File: src/rtl/relu_layer_ctrl_pkg.sv
// Shared defaults and FSM encoding for the ReLU layer sequencer.
package relu_layer_ctrl_pkg;

  localparam int WORD_SIZE_DEF = 16;
  localparam int ADDR_W_DEF    = 12;

  typedef enum logic [1:0] {
    ST_IDLE  = 2'd0,
    ST_READ  = 2'd1,
    ST_DRAIN = 2'd2,
    ST_FIN   = 2'd3
  } state_e;

endpackage

File: src/rtl/relu_layer_ctrl_if.sv
// Scheduler, SRAM and ReLU-stage signals of the layer sequencer, seen from either side.
interface relu_layer_ctrl_if
  import relu_layer_ctrl_pkg::*;
#(
  parameter int WORD_SIZE = WORD_SIZE_DEF,
  parameter int ADDR_W    = ADDR_W_DEF
);

  logic                 start;
  logic [ADDR_W:0]      len;
  logic [ADDR_W-1:0]    src_base;
  logic [ADDR_W-1:0]    dst_base;
  logic                 busy;
  logic                 done;
  logic [ADDR_W:0]      clip_cnt;
  logic                 rd_en;
  logic [ADDR_W-1:0]    rd_addr;
  logic [WORD_SIZE-1:0] rd_data;
  logic                 relu_di_valid;
  logic [WORD_SIZE-1:0] relu_di;
  logic                 relu_do_valid;
  logic [WORD_SIZE-1:0] relu_do;
  logic                 wr_en;
  logic [ADDR_W-1:0]    wr_addr;
  logic [WORD_SIZE-1:0] wr_data;

  modport slave (
    input  start, len, src_base, dst_base, rd_data, relu_do_valid, relu_do,
    output busy, done, clip_cnt, rd_en, rd_addr, relu_di_valid, relu_di,
           wr_en, wr_addr, wr_data
  );

  modport master (
    output start, len, src_base, dst_base, rd_data, relu_do_valid, relu_do,
    input  busy, done, clip_cnt, rd_en, rd_addr, relu_di_valid, relu_di,
           wr_en, wr_addr, wr_data
  );

endinterface

File: src/rtl/relu_layer_ctrl_addr_gen.sv
// Base+offset address walker: wraps modulo 2^ADDR_W and flags the last of len steps.
module relu_addr_gen #(
  parameter int ADDR_W = 12
) (
  input  logic              clk,
  input  logic              rst,
  input  logic              load_i,
  input  logic              step_i,
  input  logic [ADDR_W-1:0] base_i,
  input  logic [ADDR_W:0]   len_i,
  output logic [ADDR_W-1:0] addr_o,
  output logic              last_o
);

  localparam logic [ADDR_W-1:0] ADDR_ONE = {{(ADDR_W-1){1'b0}}, 1'b1};
  localparam logic [ADDR_W:0]   CNT_ONE  = {{ADDR_W{1'b0}}, 1'b1};

  logic [ADDR_W-1:0] addr_q, addr_d;
  logic [ADDR_W:0]   cnt_q, cnt_d;
  logic [ADDR_W:0]   len_q, len_d;

  // Next-state: load restarts the walk, step advances it.
  always_comb begin
    addr_d = addr_q;
    cnt_d  = cnt_q;
    len_d  = len_q;
    if (load_i) begin
      addr_d = base_i;
      cnt_d  = {(ADDR_W+1){1'b0}};
      len_d  = len_i;
    end else if (step_i) begin
      addr_d = addr_q + ADDR_ONE;
      cnt_d  = cnt_q + CNT_ONE;
    end else begin
      addr_d = addr_q;
    end
  end

  // State registers.
  always_ff @(posedge clk or negedge rst) begin
    if (!rst) begin
      addr_q <= {ADDR_W{1'b0}};
      cnt_q  <= {(ADDR_W+1){1'b0}};
      len_q  <= {(ADDR_W+1){1'b0}};
    end else begin
      addr_q <= addr_d;
      cnt_q  <= cnt_d;
      len_q  <= len_d;
    end
  end

  assign addr_o = addr_q;
  assign last_o = (cnt_q == (len_q - CNT_ONE));

endmodule

File: src/rtl/relu_layer_ctrl.sv
// Sequences one ReLU layer pass: SRAM read -> ReLU stage -> SRAM write, counting clipped inputs.
module relu_layer_ctrl
  import relu_layer_ctrl_pkg::*;
#(
  parameter int WORD_SIZE = WORD_SIZE_DEF,
  parameter int ADDR_W    = ADDR_W_DEF
) (
  input logic               clk,
  input logic               rst,
  relu_layer_ctrl_if.slave  bus
);

  localparam logic [ADDR_W:0] CNT_ONE = {{ADDR_W{1'b0}}, 1'b1};

  state_e               state_q;
  logic                 busy_q;
  logic                 done_q;
  logic                 rd_en_q;
  logic                 di_valid_q;
  logic                 wr_en_q;
  logic [ADDR_W-1:0]    wr_addr_q;
  logic [WORD_SIZE-1:0] wr_data_q;
  logic [ADDR_W:0]      clip_q;

  logic                 accept_s;
  logic                 wr_go_s;
  logic                 rd_last_s;
  logic                 wr_last_s;
  logic [ADDR_W-1:0]    rd_addr_s;
  logic [ADDR_W-1:0]    wr_addr_s;

  // busy_q is still high during the done cycle, so a start there is refused.
  assign accept_s = (state_q == ST_IDLE) && !busy_q && bus.start;
  assign wr_go_s  = bus.relu_do_valid && ((state_q == ST_READ) || (state_q == ST_DRAIN));

  relu_addr_gen #(.ADDR_W(ADDR_W)) u_rd_gen (
    .clk    (clk),
    .rst    (rst),
    .load_i (accept_s),
    .step_i (rd_en_q),
    .base_i (bus.src_base),
    .len_i  (bus.len),
    .addr_o (rd_addr_s),
    .last_o (rd_last_s)
  );

  relu_addr_gen #(.ADDR_W(ADDR_W)) u_wr_gen (
    .clk    (clk),
    .rst    (rst),
    .load_i (accept_s),
    .step_i (wr_go_s),
    .base_i (bus.dst_base),
    .len_i  (bus.len),
    .addr_o (wr_addr_s),
    .last_o (wr_last_s)
  );

  // Pass FSM with its registered strobes, write port and clip counter.
  always_ff @(posedge clk or negedge rst) begin
    if (!rst) begin
      state_q    <= ST_IDLE;
      busy_q     <= 1'b0;
      done_q     <= 1'b0;
      rd_en_q    <= 1'b0;
      di_valid_q <= 1'b0;
      wr_en_q    <= 1'b0;
      wr_addr_q  <= {ADDR_W{1'b0}};
      wr_data_q  <= {WORD_SIZE{1'b0}};
      clip_q     <= {(ADDR_W+1){1'b0}};
    end else begin
      di_valid_q <= rd_en_q;
      done_q     <= 1'b0;
      wr_en_q    <= wr_go_s;
      if (wr_go_s) begin
        wr_addr_q <= wr_addr_s;
        wr_data_q <= bus.relu_do;
      end
      if (di_valid_q && bus.rd_data[WORD_SIZE-1]) begin
        clip_q <= clip_q + CNT_ONE;
      end
      case (state_q)
        ST_IDLE: begin
          if (accept_s) begin
            busy_q <= 1'b1;
            clip_q <= {(ADDR_W+1){1'b0}};
            if (bus.len != {(ADDR_W+1){1'b0}}) begin
              state_q <= ST_READ;
              rd_en_q <= 1'b1;
            end else begin
              state_q <= ST_FIN;
            end
          end else begin
            busy_q <= 1'b0;
          end
        end
        ST_READ: begin
          if (rd_last_s) begin
            rd_en_q <= 1'b0;
            state_q <= ST_DRAIN;
          end
        end
        ST_DRAIN: begin
          if (wr_go_s && wr_last_s) begin
            state_q <= ST_FIN;
          end
        end
        ST_FIN: begin
          done_q  <= 1'b1;
          state_q <= ST_IDLE;
        end
        default: begin
          state_q <= ST_IDLE;
        end
      endcase
    end
  end

  assign bus.busy          = busy_q;
  assign bus.done          = done_q;
  assign bus.clip_cnt      = clip_q;
  assign bus.rd_en         = rd_en_q;
  assign bus.rd_addr       = rd_addr_s;
  assign bus.relu_di_valid = di_valid_q;
  assign bus.relu_di       = bus.rd_data;
  assign bus.wr_en         = wr_en_q;
  assign bus.wr_addr       = wr_addr_q;
  assign bus.wr_data       = wr_data_q;

endmodule
File: src/flat_wrapper.sv
// flat-port wrapper written by rule: the top's interface ports become plain ports
module relu_layer_ctrl_flat import relu_layer_ctrl_pkg::*;
#(
  parameter int WORD_SIZE = WORD_SIZE_DEF,
  parameter int ADDR_W    = ADDR_W_DEF
)
  (clk, rst, bus_start, bus_len, bus_src_base, bus_dst_base, bus_rd_data, bus_relu_do_valid, bus_relu_do, bus_busy, bus_done, bus_clip_cnt, bus_rd_en, bus_rd_addr, bus_relu_di_valid, bus_relu_di, bus_wr_en, bus_wr_addr, bus_wr_data);
  relu_layer_ctrl_if #(.WORD_SIZE(WORD_SIZE), .ADDR_W(ADDR_W)) bus_i ();
  input logic clk;
  input logic rst;
  input wire logic [$bits(bus_i.start)-1:0] bus_start;
  input wire logic [$bits(bus_i.len)-1:0] bus_len;
  input wire logic [$bits(bus_i.src_base)-1:0] bus_src_base;
  input wire logic [$bits(bus_i.dst_base)-1:0] bus_dst_base;
  input wire logic [$bits(bus_i.rd_data)-1:0] bus_rd_data;
  input wire logic [$bits(bus_i.relu_do_valid)-1:0] bus_relu_do_valid;
  input wire logic [$bits(bus_i.relu_do)-1:0] bus_relu_do;
  output wire logic [$bits(bus_i.busy)-1:0] bus_busy;
  output wire logic [$bits(bus_i.done)-1:0] bus_done;
  output wire logic [$bits(bus_i.clip_cnt)-1:0] bus_clip_cnt;
  output wire logic [$bits(bus_i.rd_en)-1:0] bus_rd_en;
  output wire logic [$bits(bus_i.rd_addr)-1:0] bus_rd_addr;
  output wire logic [$bits(bus_i.relu_di_valid)-1:0] bus_relu_di_valid;
  output wire logic [$bits(bus_i.relu_di)-1:0] bus_relu_di;
  output wire logic [$bits(bus_i.wr_en)-1:0] bus_wr_en;
  output wire logic [$bits(bus_i.wr_addr)-1:0] bus_wr_addr;
  output wire logic [$bits(bus_i.wr_data)-1:0] bus_wr_data;
  assign bus_i.start = bus_start;
  assign bus_i.len = bus_len;
  assign bus_i.src_base = bus_src_base;
  assign bus_i.dst_base = bus_dst_base;
  assign bus_i.rd_data = bus_rd_data;
  assign bus_i.relu_do_valid = bus_relu_do_valid;
  assign bus_i.relu_do = bus_relu_do;
  assign bus_busy = bus_i.busy;
  assign bus_done = bus_i.done;
  assign bus_clip_cnt = bus_i.clip_cnt;
  assign bus_rd_en = bus_i.rd_en;
  assign bus_rd_addr = bus_i.rd_addr;
  assign bus_relu_di_valid = bus_i.relu_di_valid;
  assign bus_relu_di = bus_i.relu_di;
  assign bus_wr_en = bus_i.wr_en;
  assign bus_wr_addr = bus_i.wr_addr;
  assign bus_wr_data = bus_i.wr_data;
  relu_layer_ctrl #(.WORD_SIZE(WORD_SIZE), .ADDR_W(ADDR_W)) u_core (.clk(clk), .rst(rst), .bus(bus_i));
endmodule
File: config.mk
export PLATFORM = sky130hd
export DESIGN_NAME = relu_layer_ctrl_flat
export DESIGN_NICKNAME = d
export VERILOG_FILES = /design/src/rtl/relu_layer_ctrl_pkg.sv /design/src/rtl/relu_layer_ctrl_if.sv /design/src/rtl/relu_layer_ctrl_addr_gen.sv /design/src/rtl/relu_layer_ctrl.sv /design/src/flat_wrapper.sv
export SDC_FILE = /design/constraint.sdc
export NUM_CORES = 1
export LEC_CHECK = 0
export ABC_CLOCK_PERIOD_IN_PS = 3700
export BUFFER_PORTS_ARGS = -buffer_cell sky130_fd_sc_hd__buf_2
export CORE_MARGIN = 3
export CORE_UTILIZATION = 50
export DETAILED_ROUTE_END_ITERATION = 7
export GPL_TIMING_DRIVEN = 0
export PLACE_DENSITY = 0.73
export SYNTH_ARGS = -nofsm -noshare
export SYNTH_HDL_FRONTEND = slang
export SYNTH_SLANG_ARGS = --single-unit
File: constraint.sdc
create_clock -name clk -period 3.7 [get_ports clk]
set_clock_uncertainty 0.2 [all_clocks]
set_input_delay 0.555 -clock clk [delete_from_list [all_inputs] [get_ports clk]]
set_output_delay 0.555 -clock clk [all_outputs]
set_load 0.01 [all_outputs]
# Yosys cells after proc, flatten, opt, wreduce, memory -nomap -nowiden
# Index checks and enable logic that the tools add are counted.
[word_totals]
ff_bits = 111
out_inout_bits = 74
[op_classes]
add_sub_neg = 6
n_eq_ne = 9
n_mux = 22
n_reduce_logical = 14
[op_table]
columns = ["op", "n"]
rows = [
  ["$mux W13", 7],
  ["$mux W12", 4],
  ["$add A13 B1 Y13 const B", 3],
  ["$eq A13 B13 Y1", 2],
  ["$add A12 B1 Y12 const B", 2],
  ["$reduce_bool A13 Y1", 1],
  ["$sub A13 B1 Y13 const B", 1],
  ["$mux W2", 4],
  ["$pmux W2 S4", 1],
  ["$reduce_bool A2 Y1", 3],
  ["$logic_and A1 B1 Y1", 5],
  ["$mux W1", 5],
  ["$eq A2 B2 Y1 const B", 2],
  ["$ne A2 B1 Y1 const B", 2],
  ["$ne A2 B2 Y1 const B", 2],
  ["$reduce_and A4 Y1", 1],
  ["$reduce_and A3 Y1", 1],
  ["$eq A2 B1 Y1 const B", 1],
  ["$logic_not A2 Y1", 1],
  ["$pmux W1 S2", 1],
  ["$logic_not A1 Y1", 1],
  ["$logic_or A1 B1 Y1", 1],
]

# Depth between registers and ports, before layout
# Gate-level depths: netlist (run 1).
[depth]
word_depth = 6
mapped_depth = 11
ltp_nobuf = 9

# By module
# From an unflattened synthesis (run 1), not the netlist that was laid out.
[hier_totals]
cells_unflattened = 622
hier_area_um2 = 6490.0
[by_module_without_submodules]
columns = ["module", "instances", "cells_each", "area_per_inst_um2", "seq_area_each_um2"]
rows = [
  ["relu_addr_gen", 2, 222, 2135.8, 950.9],
  ["relu_layer_ctrl", 1, 178, 2218.4, 1201.2],
]

# Least setup slack after synthesis (run 1)
# Ideal clock, no wire load.
[synth_timing]
path_kind = "register to register"
start = "register u_core.u_rd_gen.len_q[0]"
end = "register u_core.state_q[0]"
setup_ns = 0.126
arrival_ns = 2.357
slack_ns = 1.017
path_stages_with_launch = 11
n_path_buf = 1
path_cell_list = "dfrtp_1 -> buf_4 -> inv_1 -> ha_1 -> nor4b_1 -> and4b_1 -> xor2_1 -> xnor2_1 -> and4_1 -> nor2_1 -> o32a_1"
[synth_via]
elab_chain_cells = 5
[synth_lines]
columns = ["element", "line_no", "source"]
rows = [
  ["start, declared", "relu_layer_ctrl_addr_gen.sv:20", "logic [ADDR_W:0] len_q, len_d;"],
  ["start signal, assigned", "relu_layer_ctrl_addr_gen.sv:44", "len_q <= {(ADDR_W+1){1'b0}};"],
  ["start signal, assigned", "relu_layer_ctrl_addr_gen.sv:48", "len_q <= len_d;"],
  ["$sub A13 B1 Y13 *", "relu_layer_ctrl_addr_gen.sv:53", "assign last_o = (cnt_q == (len_q - CNT_ONE));"],
  ["$eq A13 B13 Y1", "n/a", ""],
  ["$logic_and A1 B1 Y1", "n/a", ""],
  ["$ne A2 B2 Y1 (no source line)", "n/a", ""],
  ["$reduce_and A3 Y1 (no source line) *", "n/a", ""],
  ["end signal, assigned", "relu_layer_ctrl.sv:61", "state_q <= ST_IDLE;"],
  ["end signal, assigned", "relu_layer_ctrl.sv:87", "state_q <= ST_READ;"],
  ["end signal, assigned", "relu_layer_ctrl.sv:90", "state_q <= ST_FIN;"],
  ["end, declared", "relu_layer_ctrl.sv:15", "state_e state_q;"],
]
# Every way passes the cells marked *; elsewhere a longest branch is shown, timed or not.
# A chain may end at the register's enable or synchronous reset.

# Final worst setup path (run 1)
# Same ends and word-level chain as after synthesis.

==> impl_results.md, run 1 <==
* Synth cell types at 56
* Total power at 5528 µW
* Pwr dens at 766.7 nW/µm²
* Worst path cell trace: buf_4, inv_1, ha_1, nor4b_1, and4b_1, xor2_1, xnor2_1, and4_1, nor2_1, o32a_1
* Syn Nets at 776
* CTS tree: built
* Max-slew violations at 0
* Iteration-0 DRC Markers at 367
* Die span in x at 116.0 µm
* Status: finished, violations left
* R2R Setup Slk at 0.36 ns
* CTS Buf Count at 9
* Top cell type's share of synthesized area at 0.4589
* Largest family of logic cells by synthesized area: simple AND/OR/NAND/NOR gates
* Total track usage at 0.2326
* Top_reg_cell synth: dfrtp_1
* Gr ovfl total at 0
* DP Wirelength at 11.26 mm
* Maximum clock rate at 0.2990 GHz
* DR WL/cell at 15.32 µm
* Vias per cell at 5.410
* NetSw at 2345 µW
* Row Count at 39
* CP max-delay cell: nor4b_1
* Initial Util at 0.5212
* Synth Area in XOR/XNOR at 0.1021
* WP data arrival at 3.38 ns
* Crit Path Class: reg2reg
* Main area contributors after synthesis: dfrtp_1, nand2_1, xor2_1, o21ai_0, xnor2_1
* # IOs at 147
* P_int at 3182 µW
* Sw Share at 0.4243
* First-pass GRT wire length at 25.12 mm
* Sequential share of power at 0.372
* Register area share after synthesis at 0.4589
* Die height at 116.0 µm
* Fraction of layout cells with a size suffix above 1 at 0.2202
* Mux cell area share after synthesis at 0.01178
* P_leak at 0.003513 µW
* Drt total wl at 15.06 mm
* Clk network pwr share at 0.174
* Post-route setup TNS at 0 ns
* Gpl congestion at 0.8681
* Clk_lat worst skew at 0.35 ns
* Dpl ws at 0.3979 ns
* Tmin final at 3.345 ns
* IO Port Bufs at 131
* Clk buf depth at 2
* Largest net degree at the start of global routing at 68
* Post-CTS Resized at 0
* # setup viols final at 0
* Min-delay worst type: in2async
* Antenna cells at 0
* Unrepaired setup endpoints after global routing: false
* Slack of the critical path at 0.3551 ns
* Post-synth ARST share at 1.000
* Mean Syn Cell Area at 8.748 µm²
* CTS root buf: clkbuf_16
* Syn Std Cell Area at 6053 µm²
* Critical Path RT at 3.73 ns
* CP endpoint kind: register
* Slowest stage delay, CP at 0.77 ns
* Seq cells post-synth at 111
* Clock Sinks at 111
* # Max-Cap Violations at 0
* Maximum VDD drop at 385.9 µV
* Critical Path Fanout Max at 10
* Initial antenna violation count at 0
* Simple-Gate Fraction of Synth Area at 0.2592
* Drt pass-1 iters at 4
* Comb pwr share at 0.454
* Core ar. at 11610 µm²
* Via count at 5318
* Clk pin slew, worst setup/hold paths at 0.08 ns
* DRC viols at 0
* Antenna-violating nets left at 0
* Yosys Warn Count at 0
* Post-synth EDFFs at 0
* Cell count of the worst reg-to-reg path at 10
* Setup crit start kind: register
* Leading area contributor after synthesis: dfrtp_1
* Die Area at 13460 µm²
* Final period utilization at 0.9040
* Failing checks: hold timing
* Vias in the first global route at 5288
* Total setup buffers inserted after CTS at 0
* Final hold slack at -0.007281 ns
* Cts hold-fix bufs at 0
* Post-Synth Adder-Cell Area at 0.02274
* Compound-cell area share of the yosys netlist at 0.08826
* Post-Syn Instances at 692
* Slew margin rel. at 0.3675
* Slew of the pin with the lowest slew margin at 0.9356 ns
* Final hold violations at 4
* Synth-to-layout area growth at 19.10%
* H-tree depth at 3
* # nets final at 919
-- layout make-up --
class	count	area (µm²)
Fill cell	1016	4404
Clock buffer	10	239.0
Inverter	13	48.80
Buffer	52	296.5
Timing Repair Buffer	132	685.7
Multi-Input combinational cell	516	2930
Tap cell	143	178.9
Clock inverter	6	52.55
Sequential cell	111	2778
-- synthesized netlist by cell type, types with 2 or more instances --
library cell / instances
a22o_1: 2
nor3_1: 6
buf_4: 20
nor2_1: 45
inv_1: 12
a21oi_1: 21
nor2b_1: 3
and4b_1: 2
nand4_1: 14
xnor2_1: 25
nand2_1: 182
buf_2: 3
mux2i_1: 6
nand2b_1: 9
or4_1: 3
and2_1: 4
nor3b_1: 2
o21ai_0: 47
o211ai_1: 2
dfrtp_1: 111
and4_1: 3
nor4_1: 7
and3_1: 16
a211oi_1: 4
xor2_1: 43
a2111oi_0: 2
nor3_2: 2
or2_2: 3
ha_1: 11
or3_1: 16
buf_6: 2
nand3_1: 16
clkbuf_1: 25
-- final timing paths --
check | from | endpoint
setup / recovery | u_core.u_rd_gen.len_q[0] | u_core.state_q[0]
hold / removal | rst | u_core.u_rd_gen.len_q[10]
setup reg to reg | u_core.u_rd_gen.len_q[0] | u_core.state_q[0]
hold reg to reg | u_core.bus.wr_data[13] | u_core.bus.wr_data[13]
max in group asynchronous | rst | u_core.u_wr_gen.cnt_q[4]
min in group clk | bus_relu_do[3] | u_core.bus.wr_data[3]
-- power groups by stage --
| stage | registers, µW | logic (µW) | clock network (µW) |
|---|---|---|---|
| floorplan | 2110 | 1620 | 0 |
| global placement | 2050 | 2420 | 0 |
| detailed placement | 2070 | 2510 | 0 |
| CTS | 2050 | 2530 | 977 |
| global route | 2120 | 2840 | 1030 |
| finish | 2060 | 2510 | 959 |
-- cells by family (layout without fill, tap and decap cells) --
group,count (synthesis),after routing
AOI/OAI and AO/OA,90,90
xor gates and xnor gates,69,69
adders and majority gates,11,11
buffers and inverters,65,213
DFF,111,111
muxes,7,7
and+or+nand+nor,339,339
-- cells in the final DEF, fill, tap and decap left out, types with 3 or more instances in the layout --
cell type and instances:
and4_1 3, and2_1 4, nor2b_1 3, nor3_1 6, or3_1 16, nor2_1 45
mux2i_1 6, clkbuf_16 9, a211oi_1 4, ha_1 11, nand4_1 14, nand2_1 182
nand3_1 16, dfrtp_1 111, clkbuf_1 25, nor4_1 7, o21ai_0 47, buf_2 133
or2_2 3, xnor2_1 25, a21oi_1 21, or4_1 3, xor2_1 43, inv_1 12
nand2b_1 9, and3_1 16, buf_4 21
-- worst max-delay path, delay by kind of cell (launching register included) --
family                     cells  cell delay (ns)
and+or+nand+nor                4             1.49
xor gates and xnor gates       2             0.43
DFF                            1             0.37
AOI/OAI and AO/OA              1             0.29
buffers and inverters          2             0.27
adders and majority gates      1             0.18
-- state kept, by name, indices dropped and copies added (netlist names) --
name                      count
u_core.bus.wr_en              1
u_core.u_rd_gen.cnt_q        13
u_core.bus.rd_en              1
u_core.bus.done               1
u_core.u_rd_gen.len_q        13
u_core.bus.wr_data           16
u_core.bus.busy               1
u_core.bus.wr_addr           12
u_core.bus.relu_di_valid      1
u_core.u_wr_gen.addr_o       12
u_core.u_rd_gen.addr_o       12
u_core.u_wr_gen.cnt_q        13
u_core.state_q                2
u_core.bus.clip_cnt          13
-- stage by stage --
stage               hold slack (ns)  std cells  area (µm²)  utilization
floorplan                   0.05941        692        6053            -
global placement             0.2565        966        6888       0.5931
detailed placement           0.2584        967        6918       0.5957
CTS                         0.02379        983        7209       0.6208
global route                0.04447        983        7209       0.6208
finish                    -0.007281        983        7209       0.6208
-- layer usage --
layer	share of wire	vias up	wire length, µm	GRT usage
met5	0	-	0	0
li1	-	2578	-	-
met2	0.48	153	7243	0.3801
met4	0.028	0	417	0.09358
met3	0.060	35	911	0.04961
met1	0.43	2552	6490	0.3026
(Power assumes the default switching activity.)
==> run 2: changes to the inputs <==
- HOLD_SLACK_MARGIN: unset -> 0.03
==> impl_results.md, run 2 (synthesis results as in run 1) <==
* Vias per cell at 5.396 (was 5.410)
* Die Area at 13460 µm² (unchanged)
* Final hold slack at 0.1900 ns (was -0.007281 ns)
* CTS Buf Count at 9 (unchanged)
* Unrepaired setup endpoints after global routing: false (unchanged)
* Fraction of layout cells with a size suffix above 1 at 0.2200 (was 0.2202)
* Critical Path Fanout Max at 10 (unchanged)
* Antenna-violating nets left at 0 (unchanged)
* Iteration-0 DRC Markers at 363 (was 367)
* CP startpoint: u_core.u_rd_gen.len_q[0] (unchanged)
* Pwr dens at 765.3 nW/µm² (was 766.7 nW/µm²)
* Die height at 116.0 µm (unchanged)
* WP data arrival at 3.38 ns (about the same)
* Comb pwr share at 0.454 (about the same)
* Clk buf depth at 2 (unchanged)
* CP endpoint kind: register (unchanged)
* # Max-Cap Violations at 0 (unchanged)
* H-tree depth at 3 (unchanged)
* Min-delay worst type: in2reg (was in2async)
* WL met3 at 898 µm (was 911 µm)
* Initial antenna violation count at 0 (unchanged)
* DP Cell Count at 967 (unchanged)
* Post-Place Cell Area at 6918 µm² (unchanged)
* P_leak at 0.003517 µW (was 0.003513 µW)
* Worst Hold Depth at 3
* Max-slew violations at 0 (unchanged)
* CP max-delay cell: nor4b_1 (unchanged)
* Vias in the first global route at 5300 (was 5288)
* R2r startpoint: u_core.u_rd_gen.len_q[0] (unchanged)
* Clock Sinks at 111 (unchanged)
* CTS root buf: clkbuf_16 (unchanged)
* Maximum clock rate at 0.2981 GHz (was 0.2990 GHz)
* DP Wirelength at 11.26 mm (unchanged)
* Antenna cells at 0 (unchanged)
* Slew margin rel. at 0.3653 (was 0.3675)
* Total power at 5525 µW (was 5528 µW)
* Worst path cell trace: buf_4, inv_1, ha_1, nor4b_1, and4b_1, xor2_1, xnor2_1, and4_1, nor2_1, o32a_1 (unchanged)
* Status: complete, no violations (was finished, violations left)
* Sequential share of power at 0.373 (was 0.372)
* # nets final at 920 (was 919)
* NetSw at 2342 µW (was 2345 µW)
* Core ar. at 11610 µm² (unchanged)
* Largest register FFs at 16 (unchanged)
* Row Count at 39 (unchanged)
* First-pass GRT wire length at 25.15 mm (was 25.12 mm)
* Crit Path Class: reg2reg (unchanged)
* # setup viols final at 0 (unchanged)
* Slew of the pin with the lowest slew margin at 0.9389 ns (was 0.9356 ns)
* Most frequent cells in the layout: nand2_1, buf_2, dfrtp_1 (unchanged)
* DRT met1 WL at 6.476 mm (was 6.490 mm)
* IO Port Bufs at 131 (unchanged)
* Met2 wire length at 7.285 mm (was 7.243 mm)
* Slowest stage delay, CP at 0.77 ns (about the same)
* Critical Path RT at 3.73 ns (about the same)
* DRC viols at 0 (unchanged)
* Final period utilization at 0.9066 (was 0.9040)
* Gr ovfl total at 0 (unchanged)
* DR WL/cell at 15.28 µm (was 15.32 µm)
* Final Instance Area at 7219 µm² (was 7209 µm²)
* Drt pass-1 iters at 5 (was 4)
* CTS tree: built (unchanged)
* Via count at 5310 (was 5318)
* Synth-to-layout area growth at 19.26% (was 19.10%)
* Clk pin slew, worst setup/hold paths at 0.08 ns (about the same)
* Total setup buffers inserted after CTS at 0 (unchanged)
* Clk_lat worst skew at 0.35 ns (about the same)
* Drt total wl at 15.03 mm (was 15.06 mm)
* Fillers at 1015 (was 1016)
* P_int at 3183 µW (was 3182 µW)
* Cell count of the worst reg-to-reg path at 10 (unchanged)
* Post-route setup TNS at 0 ns (unchanged)
* # IOs at 147 (unchanged)
* Reg area at 2778 µm² (unchanged)
* Final hold violations at 0 (was 4)
* Tmin final at 3.355 ns (was 3.345 ns)
* Gpl congestion at 0.8681 (unchanged)
* Setup crit start kind: register (unchanged)
* Initial Util at 0.5212 (unchanged)
* Clk network pwr share at 0.173 (was 0.174)
* Largest net degree at the start of global routing at 68 (unchanged)
* Commonest non-fill, non-tap cell in the layout: nand2_1 (unchanged)
* Total track usage at 0.2328 (was 0.2326)
* Highest routed metal layer: met4 (unchanged)
* Maximum VDD drop at 386.4 µV (was 385.9 µV)
* Die span in x at 116.0 µm (unchanged)
* Hold Startpoint: bus_relu_do[3]
* Sw Share at 0.4239 (was 0.4243)
* Post-Layout Cell Count at 984 (was 983)
* Area of the multi-input gates at 2930 µm² (unchanged)
[run 2: changes by cell type in the layout (fill, tap and decap cells not counted)]
cell / change
dlygate4sd3_1: +1
[run 2: worst paths after layout]
kind,slack [ns],end
worst max register to register,0.35,u_core.state_q[0]
worst max-delay path,0.35,u_core.state_q[0]
worst min register to register,0.28,u_core.bus.wr_data[13]
max in group asynchronous,2.01,u_core.u_rd_gen.cnt_q[10]
worst min-delay path,0.19,u_core.bus.wr_data[3]
min in group asynchronous,0.55,u_core.u_rd_gen.len_q[10]
[run 2: metal layers]
metal  global-route usage  vias to the layer above
met5                    0                        -
met4              0.09358                        0
met3              0.04961                       30
met2               0.3809                      152
met1               0.3026                     2550
li1                     -                     2578
[run 2: critical path: cells and delay by family (launching register included)]
family / cells / cell delay [ns]
DFF: 1 / 0.37
and+or+nand+nor: 4 / 1.50
adders and majority gates: 1 / 0.18
xor gates and xnor gates: 2 / 0.43
AOI/OAI and AO/OA: 1 / 0.29
buffers and inverters: 2 / 0.26
[run 2: repair_timing]
action                                 CTS  global route
endpoints found under the hold margin    5             0
hold buffers                             1             0
gates resized for setup                  0             0
[run 2: cell type report]
type	count	area share
Timing Repair Buffer	133	0.09636
Clock inverter	6	0.007279
Inverter	13	0.006759
Sequential cell	111	0.3847
Tap cell	143	0.02478
Multi-Input combinational cell	516	0.4059
Clock buffer	10	0.03310
Buffer	52	0.04107
[run 2: power by group through the flow]
stage	clock [µW]	combinational (µW)	sequential [µW]
2_1_floorplan	0	1620	2110
6_report	958	2510	2060
4_1_cts	977	2530	2050
5_1_grt	1030	2840	2120
3_5_place_dp	0	2510	2070
3_3_place_gp	0	2420	2050
[run 2: per-stage QoR]
step | worst slack (ns) | utilization
finish | 0.3454 | 0.6216
global route | 0.05419 | 0.6216
CTS | 0.3688 | 0.6216
detailed placement | 0.3979 | 0.5957
global placement | 0.4589 | 0.5931
floorplan | 1.017 | -
